File: config.mk
export PLATFORM = sky130hd
export DESIGN_NAME = cpu_seq
export DESIGN_NICKNAME = d
export VERILOG_FILES = /design/src/rtl/cpu_seq.sv
export SDC_FILE = /design/constraint.sdc
export NUM_CORES = 1
export LEC_CHECK = 0
export BUFFER_PORTS_ARGS = -buffer_cell sky130_fd_sc_hd__buf_4
export CELL_PAD_IN_SITES_DETAIL_PLACEMENT = 1
export CELL_PAD_IN_SITES_GLOBAL_PLACEMENT = 2
export CORE_ASPECT_RATIO = 1.2
export CORE_MARGIN = 1
export CORE_UTILIZATION = 35
export DETAILED_ROUTE_END_ITERATION = 16
export PLACE_DENSITY_LB_ADDON = 0.3
export SETUP_SLACK_MARGIN = 0.2
export SYNTH_ARGS = -nofsm -noshare
export SYNTH_HDL_FRONTEND = slang
export SYNTH_SLANG_ARGS = --single-unit
File: constraint.sdc
create_clock -name clk -period 4.6 [get_ports clk]
set_input_delay 0.23 -clock clk [delete_from_list [all_inputs] [get_ports clk]]
set_output_delay 0.23 -clock clk [all_outputs]
set_load 0.02 [all_outputs]
File: src/rtl/cpu_seq.sv
// cpu_seq: multi-phase instruction sequencer.
// States IDLE / RUN / HALTED. One instruction takes PHASES non-stalled
// clocks; wait_req freezes the current phase. The run/halt decision is made
// only on the edge that retires an instruction, so an instruction is never
// cut short. Reset is asynchronous and active-low.
// Optional feature: define CPU_SEQ_STEP_EN to enable single-stepping from
// IDLE on a rising edge of the step input. When it is undefined, step is
// accepted but ignored and no step-edge register is built.
module cpu_seq #(
  parameter int PHASES    = 4,   // clock phases per instruction, 2..8
  parameter int CNT_WIDTH = 32   // width of the retired-instruction counter
) (
  input  logic                 clk,
  input  logic                 reset,
  input  logic                 run,
  input  logic                 wait_req,
  input  logic                 halt,
  input  logic                 step,
  output logic [PHASES-1:0]    phase,
  output logic [2:0]           phase_idx,
  output logic                 last,
  output logic                 running,
  output logic                 halted,
  output logic [CNT_WIDTH-1:0] icount
);

  typedef enum logic [1:0] {
    ST_IDLE   = 2'd0,
    ST_RUN    = 2'd1,
    ST_HALTED = 2'd2
  } state_t;

  localparam logic [2:0] LAST_IDX = 3'(PHASES - 1);
  localparam logic [CNT_WIDTH-1:0] CNT_ONE = {{(CNT_WIDTH-1){1'b0}}, 1'b1};

  state_t               state_q, state_d;
  logic [2:0]           idx_q, idx_d;
  logic [CNT_WIDTH-1:0] icount_q, icount_d;
  logic                 retire;

`ifdef CPU_SEQ_STEP_EN
  // Registered copy of step for 0->1 detection, plus a flag marking that
  // the instruction in flight was started by a step and must end in IDLE.
  logic step_q;
  logic step_start;
  logic single_q, single_d;

  assign step_start = step & ~step_q;

  // Step edge register and single-step flag.
  always_ff @(posedge clk or negedge reset) begin
    if (!reset) begin
      step_q   <= 1'b0;
      single_q <= 1'b0;
    end else begin
      step_q   <= step;
      single_q <= single_d;
    end
  end
`else
  // Step is part of the port list but has no function in this build.
  logic unused_step;
  assign unused_step = step;
`endif

  // An instruction retires on the last phase when the stall is not active.
  assign retire = (state_q == ST_RUN) && (idx_q == LAST_IDX) && !wait_req;

  // Main state, phase index and retired-instruction counter.
  always_ff @(posedge clk or negedge reset) begin
    if (!reset) begin
      state_q  <= ST_IDLE;
      idx_q    <= 3'd0;
      icount_q <= '0;
    end else begin
      state_q  <= state_d;
      idx_q    <= idx_d;
      icount_q <= icount_d;
    end
  end

  // Next-state logic: halt beats run in IDLE and at retirement; a stall
  // holds everything, including the retirement decision.
  always_comb begin
    state_d  = state_q;
    idx_d    = idx_q;
    icount_d = icount_q;
`ifdef CPU_SEQ_STEP_EN
    single_d = single_q;
`endif
    case (state_q)
      ST_IDLE: begin
        idx_d = 3'd0;
        if (halt) begin
          state_d = ST_HALTED;
        end else if (run) begin
          state_d  = ST_RUN;
`ifdef CPU_SEQ_STEP_EN
          single_d = 1'b0;
        end else if (step_start) begin
          state_d  = ST_RUN;
          single_d = 1'b1;
`endif
        end
      end
      ST_RUN: begin
        if (!wait_req) begin
          if (retire) begin
            idx_d    = 3'd0;
            icount_d = icount_q + CNT_ONE;
            if (halt) begin
              state_d = ST_HALTED;
`ifdef CPU_SEQ_STEP_EN
            end else if (single_q) begin
              state_d  = ST_IDLE;
              single_d = 1'b0;
`endif
            end else if (!run) begin
              state_d = ST_IDLE;
            end
          end else begin
            idx_d = idx_q + 3'd1;
          end
        end
      end
      ST_HALTED: begin
        idx_d = 3'd0;
      end
      default: begin
        state_d = ST_IDLE;
        idx_d   = 3'd0;
      end
    endcase
  end

  // Status outputs decode straight from the registers so that reset clears
  // them without waiting for a clock.
  assign running   = (state_q == ST_RUN);
  assign halted    = (state_q == ST_HALTED);
  assign phase_idx = running ? idx_q : 3'd0;
  assign last      = retire;
  assign icount    = icount_q;

  // One-hot phase decode, one bit per phase position.
  generate
    for (genvar gi = 0; gi < PHASES; gi++) begin : g_phase
      assign phase[gi] = running && (idx_q == 3'(gi));
    end
  endgenerate

endmodule

# Word level (Yosys, flattened, before mapping)
# Cells that the tools add are included.
# classes
n_mux	11
n_reduce_logical	10
addsub	2
bitwise	2
n_eq_ne	9
# op_table
op	count
$add A32 B1 Y32 const B	1
$mux W2	6
$mux W3	4
$eq A3 B2 Y1 const B	2
$ne A3 B3 Y1 const B	2
$pmux W2 S3	1
$logic_and A1 B1 Y1	5
$reduce_and A5 Y1	1
$ne A2 B2 Y1 const B	2
$add A3 B1 Y3 const B	1
$eq A3 B1 Y1 const B	1
$logic_not A3 Y1	1
$reduce_and A3 Y1	1
$eq A2 B1 Y1 const B	1
$eq A2 B2 Y1 const B	1
$logic_not A2 Y1	1
$not A1 Y1	2
$logic_not A1 Y1	1
# totals
in_bits	6
output_inout_bits	42
word_cells	37
reg_bits	37

# Depth between registers and ports, before layout
# Gate-level depths: netlist of the first run.
# logic_depth
depth_word	6
depth_mapped	8
ltp_nobuf	6

# Worst setup path after synthesis of the first run
# No wires, ideal clock.
# synth_path
path_type	reg-to-reg
startpoint	reg idx_q[0]
endpoint	reg icount_q[30], in the netlist icount[30]
path_slack_ns	2.664
stages_incl_launch_ff	8
n_path_buf	1
period_less_slack_ns	1.936
arrival_ns	1.856
path_cell_list	dfrtp_1 > ha_1 > ha_1 > nand2b_1 > or4b_4 > buf_6 > nor4_4 > xor2_1
# synth_via
elab_chain_cells	4
# synth_lines
element	line_no	source
from (decl)	37	logic [2:0] idx_q, idx_d;
from (signal assigned)	77	idx_q <= idx_d;
$eq A3 B2 Y1	67	assign retire = (state_q == ST_RUN) && (idx_q == LAST_IDX) && !wait_req;
$logic_and A1 B1 Y1 (2 in series)	67	
$reduce_and A3 Y1 (no source line)	--	
to (signal assigned)	78	icount_q <= icount_d;
to (decl)	38	logic [CNT_WIDTH-1:0] icount_q, icount_d;
# Every way passes these cells.
# A chain may end at the register's enable or synchronous reset.

# Final worst setup path of the first run
# layout_path
startpoint	reg idx_q[0]
endpoint	reg icount_q[31], in the netlist icount[31]
# The elaborated chain is that of the path after synthesis.

==> results by group, run 1 <==
Status
  – Status: finished, final reports clean

Die
  – # IOs: 48
  – Core area: 5010 um2
  – Full die area: 5590 um2
  – Die height: 81.7 um
  – # rows: 28
  – Initial Util: 37.0%
  – Die width: 68.4 um

Worst setup path
  – Crit path max-delay family: simple AND/OR/NAND/NOR gates
  – Max incr delay on CP: 510 ps
  – CP dominant cell by count: ha_1
  – CP Data Arrival Time: 2590 ps
  – Worst-path cell chain: ha_1 > ha_1 > and4bb_2 > nand3_1 > nor4_1 > xor2_1
  – CP Max Fanout: 12
  – Worst r2r dst: icount[31]$_DFFE_PN0P_
  – Crit start category: register
  – Req. time, crit path: 4810 ps
  – Bufs and invs on worst path: 0
  – Worst Setup SP: idx_q[0]$_DFFE_PN0N_
  – Worst setup path category: register to register
  – Slowest cell on the critical path: nor4_1
  – Worst Reg-to-Reg Cells: 6
  – R2r setup slk: 2230 ps
  – Reg2reg start: idx_q[0]$_DFFE_PN0N_
  – Setup crit end kind: register

Detailed routing
  – DRC viols: 0
  – Total wire length: 4440 um
  – DR iter-0 viols: 24
  – Post-route ant nets: 0
  – WL/cell: 15.8 um
  – Detailed-route via count: 1462
  – Initial DRT Pass Iterations: 2
  – Via density: 5.20

Pwr
  – Lkg Pwr: 0.00124 uW
  – Pwr Density: 238 nW/um2
  – Reg power frac: 58.6%
  – Switching Fraction: 21.8%
  – Combinational Power Share: 2.1%
  – Max IR drop VDD: 0.139 mV
  – Clock share of power: 39.3%
  – P_int: 434 uW
  – Switch Pwr: 121 uW

Hold path
  – Hold WC Path Type: input pin to register
  – Worst Hold Depth: 2
  – Min-Delay Endpoint: state_q[1]$_DFFE_PN0P_
  – Beginning of the worst hold path: halt

Clock network
  – CTS tree: built
  – Htree depth: 2
  – Insertion delay to the later sink of the worst-skew pair: 290 ps
  – Root Buffer: clkbuf_8
  – Total CTS buffers: 5
  – CTS-repair resized insts: 0
  – Clk buf depth: 2
  – Clock Sinks: 37
  – Post-CTS setup buffer count: 0
  – Clk pin slew, worst setup/hold paths: 70 ps

Synth
  – Fraction of the mapped netlist area in adder cells: 4.05%
  – Syn_area_per_cell: 10.9 um2
  – Mapped Area: 1850 um2
  – Synth cell types: 30
  – Synth area leader: dfrtp_1
  – Post-Synth XOR/XNOR Area: 14.7%
  – Async SR Flop Fraction: 100%
  – Synth Flop Type: dfrtp_1
  – Synth warn: 0
  – Post-synthesis compound-gate area fraction: 1.49%
  – Simple-gate share of the synthesized area: 25.7%
  – Seq/Total Area, Yosys: 50.0%
  – Largest family of logic cells by synthesized area: simple AND/OR/NAND/NOR gates
  – Top-count cell post-synth: dfrtp_1
  – Synthesized instance count: 170
  – Post-synth EDFFs: 0
  – Top post-synthesis cells by area: dfrtp_1, xor2_1, xnor2_1
  – Synth top area share: 50.0%
  – Post-synthesis mux area share: 1.15%
  – Synth Register Bits: 37
  – Post-synth top cells: dfrtp_1, xor2_1, nand2_1, nor2_1, nor3_1
  – Syn_nets: 182

STA
  – Min Clock Period, post-route: 2370 ps
  – Clk_skew: 4.49 ps
  – Maximum clock rate: 421 MHz
  – Fin. Hold Viols: 0
  – Worst Tran Pin Value: 719 ps
  – Max_slew headroom: 51.9%
  – Worst setup margin: 2230 ps
  – Final Cycle Share: 51.6%
  – RSZ-0062 raised after global routing: no
  – Slew Viols, Final: 0
  – Final TNS setup: 0 ps
  – Final Setup Violations: 0

Global route
  – GRT overflow: 0
  – GRT Total Usage: 17.7%
  – Number of global-route vias before repair: 1486
  – First-pass GRT wire length: 7270 um
  – Largest net degree at the start of global routing: 38
  – Initial antenna violation count: 0

Placed design
  – Setup Slack @ Placement: 2180 ps
  – Final HPWL DP: 3190 um
  – RD Place Congestion: 0.718
  – Buffers on Ports: 46
  – Cell Count Post-Placement: 272

Cells and area
  – Area growth syn-to-layout: 26.1%
  – N_diodes: 0
  – Non-Filler Instances: 281
  – Fin nets: 232
  – Share of layout cells above drive strength 1: 27.6%
  – # fillers: 554

Run
  – Max Cap Viol: 0
## layer usage
| metal | share of wire [%] | global-route usage (%) | vias up |
|---|---|---|---|
| met5 | 0 | 0 | - |
| met4 | 1.5 | 6.88 | 0 |
| met3 | 3.4 | 3.33 | 9 |
| met2 | 51 | 30.4 | 33 |
| met1 | 44 | 21.4 | 739 |
| li1 | - | - | 681 |
## how the worst max path moves through the flow
stage	slack, ps	depth (start not counted)	endpoint
4_1_cts	2170	6	icount[31]$_DFFE_PN0P_
3_3_place_gp	2270	6	icount[27]$_DFFE_PN0P_
6_report	2230	6	icount[31]$_DFFE_PN0P_
5_1_grt	2010	6	icount[31]$_DFFE_PN0P_
3_5_place_dp	2180	6	icount[31]$_DFFE_PN0P_
2_1_floorplan	2660	7	icount[30]$_DFFE_PN0P_
## layout make-up
| type | instances | area [um2] | area share (%) |
|---|---|---|---|
| flip-flops and latches | 37 | 926 | 39.6 |
| multi-input cells | 122 | 871 | 37.3 |
| repair buffers | 47 | 355 | 15.2 |
| well taps | 60 | 75.1 | 3.21 |
| clock buffers | 6 | 72.6 | 3.11 |
| inverters | 7 | 26.3 | 1.12 |
| clock inverters | 2 | 10.0 | 0.428 |
## registers in the layout, indices dropped and copies added, names as in the netlist
| register | flops |
|---|---|
| icount | 32 |
| idx_q | 3 |
| state_q | 2 |
## cells by family after synthesis
| family | after synthesis |
|---|---|
| compound gates | 5 |
| xor+xnor | 31 |
| fa+ha+maj | 6 |
| buf+inv | 11 |
| flops | 37 |
| mux | 2 |
| simple gates | 78 |
## power by group through the flow
stage | logic (uW) | clock network, uW | registers [uW]
2_1_floorplan | 1.38 | 0 | 332
6_report | 11.7 | 218 | 325
3_3_place_gp | 11.3 | 0 | 331
3_5_place_dp | 11.7 | 0 | 331
5_1_grt | 13.7 | 243 | 325
4_1_cts | 12.4 | 228 | 325
## what timing repair did
action | 4_1_cts | 5_1_grt
hold endpoints to repair | 37 | 0
endpoints found under the setup margin | 0 | 0
hold buffers | 1 | 0
## stage by stage
step	power, uW	instance area (um2)	hold slack, ps	util, %
final	555	2340	169	46.6
after global routing	582	2340	185	46.6
after CTS	565	2340	162	46.6
after detailed placement	343	2240	225	44.8
after global placement	343	2240	218	44.8
after floorplan	333	1850	-65.6	-
## cell usage in the layout (no fill, tap or decap)
| master | synthesis | final |
|---|---|---|
| buf_4 | 1 | 46 |
| dfrtp_1 | 37 | 37 |
| xor2_1 | 22 | 22 |
| nand2_1 | 13 | 13 |
| nor2_1 | 11 | 11 |
| nor3_1 | 11 | 11 |
| nand3_1 | 10 | 10 |
| xnor2_1 | 9 | 9 |
| inv_1 | 7 | 7 |
| and3_1 | 7 | 7 |
| ha_1 | 6 | 6 |
| nor4_1 | 5 | 5 |
| clkbuf_8 | 0 | 5 |
| and4_1 | 4 | 4 |
| nand4_1 | 3 | 3 |
| a21oi_1 | 3 | 3 |
| nand2b_1 | 2 | 2 |
| and2_1 | 2 | 2 |
| nor2b_1 | 2 | 2 |
| nor4_2 | 2 | 2 |
| nor4_4 | 2 | 2 |
| clkinv_2 | 0 | 2 |
| and4bb_2 | 1 | 1 |
| and4_4 | 1 | 1 |
| or4b_4 | 1 | 1 |
| o21ai_0 | 1 | 1 |
| o21a_1 | 1 | 1 |
| mux2_2 | 1 | 1 |
| mux2i_1 | 1 | 1 |
| nor4b_1 | 1 | 1 |
| clkbuf_1 | 0 | 1 |
| dlygate4sd3_1 | 0 | 1 |
## worst register-to-register path: stages, from the launching register on
cell      delay (ps)
dfrtp_1          420
ha_1             170
ha_1             220
and4bb_2         370
nand3_1          440
nor4_1           510
xor2_1           170
(Power assumes the default switching activity.)
==> inputs of run 2 (changes only) <==
--- a/config.mk
+++ b/config.mk
@@ -10,7 +10,7 @@
 export CELL_PAD_IN_SITES_GLOBAL_PLACEMENT = 2
 export CORE_ASPECT_RATIO = 1.2
 export CORE_MARGIN = 1
-export CORE_UTILIZATION = 35
+export CORE_UTILIZATION = 29
 export DETAILED_ROUTE_END_ITERATION = 16
 export PLACE_DENSITY_LB_ADDON = 0.3
 export SETUP_SLACK_MARGIN = 0.2
==> constraint.sdc (replaced) <==
create_clock -name clk -period 2.05 [get_ports clk]
set_input_delay 0.1025 -clock clk [delete_from_list [all_inputs] [get_ports clk]]
set_output_delay 0.1025 -clock clk [all_outputs]
set_load 0.02 [all_outputs]
==> run 2 against run 1 <==
- routed wire length rose by 2.6%
- global-route usage fell by 3.3 points
- cell area rose by 16%
- clock skew rose by 1.4 ps
- largest cell class is now multi-input gates
- non-clock buffer count rose by 20
- sequential power rose by 120%
- critical endpoint is now icount[28]$_DFFE_PN0P_
- sequential share of layout area fell by 5.5 points
- clock-buffer cell count fell by 1
- hold slack got worse by 130 ps
- setup slack got worse by 2100 ps
==> results by group, run 2 (synthesis results as in run 1) <==
Status
  – Status: finished, final reports clean

Clock network
  – Total CTS buffers: 5
  – CTS tree: built
  – Root Buffer: clkbuf_8
  – Insertion delay to the later sink of the worst-skew pair: 290 ps
  – Clock Sinks: 37
  – Htree depth: 2
  – Clk buf depth: 2
  – Clk pin slew, worst setup/hold paths: 80 ps

STA
  – Maximum clock rate: 519 MHz
  – RSZ-0062 raised after global routing: yes
  – Fin. Hold Viols: 0
  – Final TNS setup: 0 ps
  – Clk_skew: 5.90 ps
  – Worst setup margin: 124 ps
  – Final Cycle Share: 93.9%
  – Slew Viols, Final: 0
  – Min Clock Period, post-route: 1930 ps
  – Worst Tran Pin Value: 482 ps
  – Max_slew headroom: 67.9%
  – Final Setup Violations: 0

Die
  – Core area: 6090 um2
  – Die height: 89.5 um
  – Initial Util: 30.4%
  – # rows: 31
  – # IOs: 48
  – Full die area: 6710 um2
  – Die width: 74.9 um

Global route
  – GRT Total Usage: 14.4%
  – First-pass GRT wire length: 7160 um
  – GRT overflow: 0
  – Largest net degree at the start of global routing: 38
  – Initial antenna violation count: 0
  – Number of global-route vias before repair: 1482

Worst setup path
  – CP Data Arrival Time: 2140 ps
  – Worst setup path category: register to register
  – CP Max Fanout: 6
  – R2r setup slk: 120 ps
  – Req. time, crit path: 2270 ps
  – Setup crit end kind: register
  – Crit start category: register

Cells and area
  – Share of layout cells above drive strength 1: 39.8%
  – Area growth syn-to-layout: 46.8%
  – Most frequent cells in the layout: buf_4, dfrtp_1, xor2_1, nand2_1, nor2_1
  – Fin nets: 252
  – # fillers: 693
  – Max reg flops: 32
  – Most common cell after layout, fill and taps aside: buf_4
  – N_diodes: 0

Detailed routing
  – Via density: 4.67
  – Post-route ant nets: 0
  – DR iter-0 viols: 24
  – WL/cell: 14.1 um
  – DRC viols: 0
  – Initial DRT Pass Iterations: 2
  – Detailed-route via count: 1508
  – Total wire length: 4560 um

Placed design
  – RD Place Congestion: 0.682
  – Setup Slack @ Placement: 22.3 ps
  – Final HPWL DP: 3110 um
  – Buffers on Ports: 46

Pwr
  – Lkg Pwr: 0.00147 uW
  – Max IR drop VDD: 0.332 mV
  – Pwr Density: 553 nW/um2

Run
  – Max Cap Viol: 0

Hold path
  – Hold WC Path Type: input pin to register
## run 2: cell types whose count changed in the layout (fill, tap and decap cells not counted), moves of 2 or more
cell	change
buf_4	+15
buf_6	+4
nor3_1	-4
ha_1	-3
nor3_4	+3
nor4_1	-3
nor4_4	+3
bufinv_16	+2
ha_2	+2
## run 2: layout make-up
class / count / area [um2] / share of cell area, %
inverters: 7 / 26.3 / 0.967
clock inverters: 3 / 65.1 / 2.39
multi-input cells: 122 / 1000 / 36.8
flip-flops and latches: 37 / 927 / 34.1
clock buffers: 5 / 68.8 / 2.53
repair buffers: 67 / 528 / 19.4
well taps: 82 / 103 / 3.78
## run 2: worst max-delay path, cell delays in order (launching register included)
cell and delay [ps]:
dfrtp_1 370, ha_2 200, ha_4 140, nand2b_4 50, or4b_4 560, nor4_1 350
xor2_1 180
## run 2: routing by layer
metal | global-route usage, % | vias up | share of wire [%]
li1 | - | 725 | -
met1 | 17.8 | 742 | 45
met2 | 24.0 | 35 | 50
met3 | 3.04 | 6 | 3.8
met4 | 6.17 | 0 | 1.4
met5 | 0 | - | 0
## run 2: final timing paths
check,from,to,cells after the start
max reg2reg,idx_q[1]$_DFFE_PN0N_,icount[28]$_DFFE_PN0P_,6
max in group asynchronous,reset,icount[0]$_DFFE_PN0P_,2
max,idx_q[1]$_DFFE_PN0N_,icount[28]$_DFFE_PN0P_,6
min reg2reg,icount[31]$_DFFE_PN0P_,icount[31]$_DFFE_PN0P_,1
min in group asynchronous,reset,icount[31]$_DFFE_PN0P_,2
min,halt,state_q[1]$_DFFE_PN0P_,2
## run 2: stage by stage
stage	hold slack, ps	total power [uW]	area, um2	std cells	util [%]
2_1_floorplan	-193	748	1890	170	-
3_3_place_gp	109	771	2380	304	39.0
3_5_place_dp	102	771	2380	304	39.0
4_1_cts	26.5	1530	2600	317	42.8
5_1_grt	37.9	1560	2720	323	44.6
6_report	36.6	1500	2720	323	44.6
## run 2: what timing repair did
| action | 4_1_cts | 5_1_grt |
|---|---|---|
| resized for setup | 10 | 12 |
| endpoints found under the hold margin | 37 | 0 |
| endpoints found under the setup margin | 12 | 20 |
| setup buffers | 4 | 6 |
| hold buffers | 1 | 0 |
| pin swaps | 5 | 8 |
## run 2: power by group
group | internal (uW) | leakage (uW) | switching (uW) | total (uW)
logic | 8.94 | 0.000912 | 18.2 | 27.1
clock network | 483 | 0.0000681 | 264 | 748
registers | 729 | 0.000495 | 0.0113 | 729
==> inputs of run 3 (changes only) <==
==> constraint.sdc (replaced) <==
create_clock -name clk -period 2.05 [get_ports clk]
set_input_delay 0.3075 -clock clk [delete_from_list [all_inputs] [get_ports clk]]
set_output_delay 0.3075 -clock clk [all_outputs]
set_load 0.02 [all_outputs]
==> run 3 against run 2 <==
- clock-buffer cell count up 1
- register-to-register slack better by 50 ps
- clock skew barely moved
- sequential power is essentially flat
- via count shrank 1.2%
- setup slack improved by 49 ps
- sequential share of layout area up 1.2 points
- total power is 16% lower
- clock power shrank 32%
- largest power group is now sequential cells
- highest routed layer unchanged
==> results by group, run 3 (synthesis results as in run 1) <==
Global route
  – GRT Total Usage: 14.8%
  – Number of global-route vias before repair: 1586
  – GRT overflow: 0
  – Initial antenna violation count: 0
  – First-pass GRT wire length: 7370 um
  – Largest net degree at the start of global routing: 38

Detailed routing
  – Post-route ant nets: 0
  – DR iter-0 viols: 37
  – Initial DRT Pass Iterations: 2
  – Detailed-route via count: 1490
  – Total wire length: 4480 um
  – DRC viols: 0
  – WL/cell: 14.0 um
  – Via density: 4.64

Cells and area
  – Most common cell after layout, fill and taps aside: buf_4
  – Share of layout cells above drive strength 1: 38.9%
  – Post-layout util: 43.1%
  – Fin nets: 250
  – Max reg flops: 32
  – # fillers: 698
  – Most frequent cells in the layout: buf_4, dfrtp_1, xor2_1, nand2_1, nor2_1
  – Cell area after layout: 2630 um2
  – N_diodes: 0
  – Area growth syn-to-layout: 41.9%

Run
  – Max Cap Viol: 0

STA
  – Fin. Hold Viols: 0
  – Maximum clock rate: 533 MHz
  – Min Clock Period, post-route: 1880 ps
  – Final Cycle Share: 91.5%
  – Slew Viols, Final: 0
  – WHS: 243 ps
  – Final TNS setup: 0 ps
  – Max_slew headroom: 67.3%
  – Final Setup Violations: 0
  – Clk_skew: 6.13 ps
  – Worst Tran Pin Value: 490 ps
  – RSZ-0062 raised after global routing: yes

Clock network
  – Root Buffer: clkbuf_8
  – Insertion delay to the later sink of the worst-skew pair: 290 ps
  – Clock Sinks: 37
  – Clk buf depth: 2
  – Total CTS buffers: 5
  – Clk pin slew, worst setup/hold paths: 80 ps
  – CTS tree: built
  – Htree depth: 2

Pwr
  – Clock share of power: 40.0%
  – Switch Pwr: 287 uW
  – P_int: 974 uW
  – Lkg Pwr: 0.00140 uW
  – Reg power frac: 57.8%
  – Max IR drop VDD: 0.238 mV
  – Combinational Power Share: 2.2%
  – Pwr Density: 480 nW/um2
  – Switching Fraction: 22.8%
  – Total power: 1260 uW

Placed design
  – Buffers on Ports: 46
  – RD Place Congestion: 0.652
  – Final HPWL DP: 3090 um
  – Post-DP Area: 2380 um2

Worst setup path
  – Worst-path cell chain: ha_2 > ha_4 > nand2b_4 > or4b_4 > buf_6 > nor4_4 > xor2_1
  – Worst setup path category: register to register
  – CP Max Fanout: 6
  – Max incr delay on CP: 560 ps
  – CP Data Arrival Time: 2090 ps
  – Crit start category: register
  – Req. time, crit path: 2260 ps
  – Setup crit end kind: register
  – Slowest cell on the critical path: or4b_4

Hold path
  – Hold WC Path Type: input pin to register

Die
  – Die width: 74.9 um
  – Full die area: 6710 um2
  – # rows: 31
  – Initial Util: 30.4%
  – Core area: 6090 um2
  – Die height: 89.5 um
  – # IOs: 48

Status
  – Status: finished, final reports clean
run 3: what timing repair did:
item                                    4_1_cts  5_1_grt
hold buffers                                  1        0
hold endpoints to repair                     26        0
setup buffers                                 5        3
endpoints found under the setup margin       16       19
gates resized for setup                      12        6
pin swaps                                     6        7
run 3: worst paths after layout:
path | start | slack, ps | depth (start not counted) | end
max | idx_q[1]$_DFFE_PN0N_ | 170 | 7 | icount[16]$_DFFE_PN0P_
min | halt | 240 | 2 | state_q[1]$_DFFE_PN0P_
max reg2reg | idx_q[1]$_DFFE_PN0N_ | 170 | 7 | icount[16]$_DFFE_PN0P_
min reg2reg | icount[31]$_DFFE_PN0P_ | 480 | 1 | icount[31]$_DFFE_PN0P_
max in group asynchronous | reset | 1150 | 2 | icount[0]$_DFFE_PN0P_
min in group asynchronous | reset | 530 | 2 | icount[31]$_DFFE_PN0P_
run 3: worst max-delay path: cells and delay by family (launching register included):
family	cells	cell delay, ps
xor+xnor	1	170
fa+ha+maj	2	340
buf+inv	1	170
flops	1	360
simple gates	3	760
run 3: through the flow:
stage                     setup slack, ps  cells
after floorplan                       213    170
after global placement               62.7    304
after detailed placement             15.4    304
after CTS                             117    318
after global routing                 62.1    321
final                                 174    321
run 3: area by class of cell:
class / count / area, um2 / area share (%)
inverter: 7 / 26.3 / 1.00
tap: 82 / 103 / 3.90
sequential: 37 / 927 / 35.3
clock buffer: 6 / 72.6 / 2.76
multi-input combinational: 122 / 983 / 37.4
timing repair buffer: 65 / 505 / 19.2
clock inverter: 2 / 10.0 / 0.381
run 3: power groups by stage:
stage	registers [uW]	clock network (uW)	logic (uW)
global route	729	546	31.7
floorplan	744	0	3.68
finish	729	505	27.4
CTS	729	519	28.9
global placement	744	0	27.7
detailed placement	744	0	27.4
run 3: per-layer routing:
layer	global-route usage, %	vias to the layer above	routed length, um
li1	-	718	-
met1	17.0	736	1890
met2	26.8	32	2360
met3	3.61	4	183
met4	4.63	0	46
met5	0	-	0
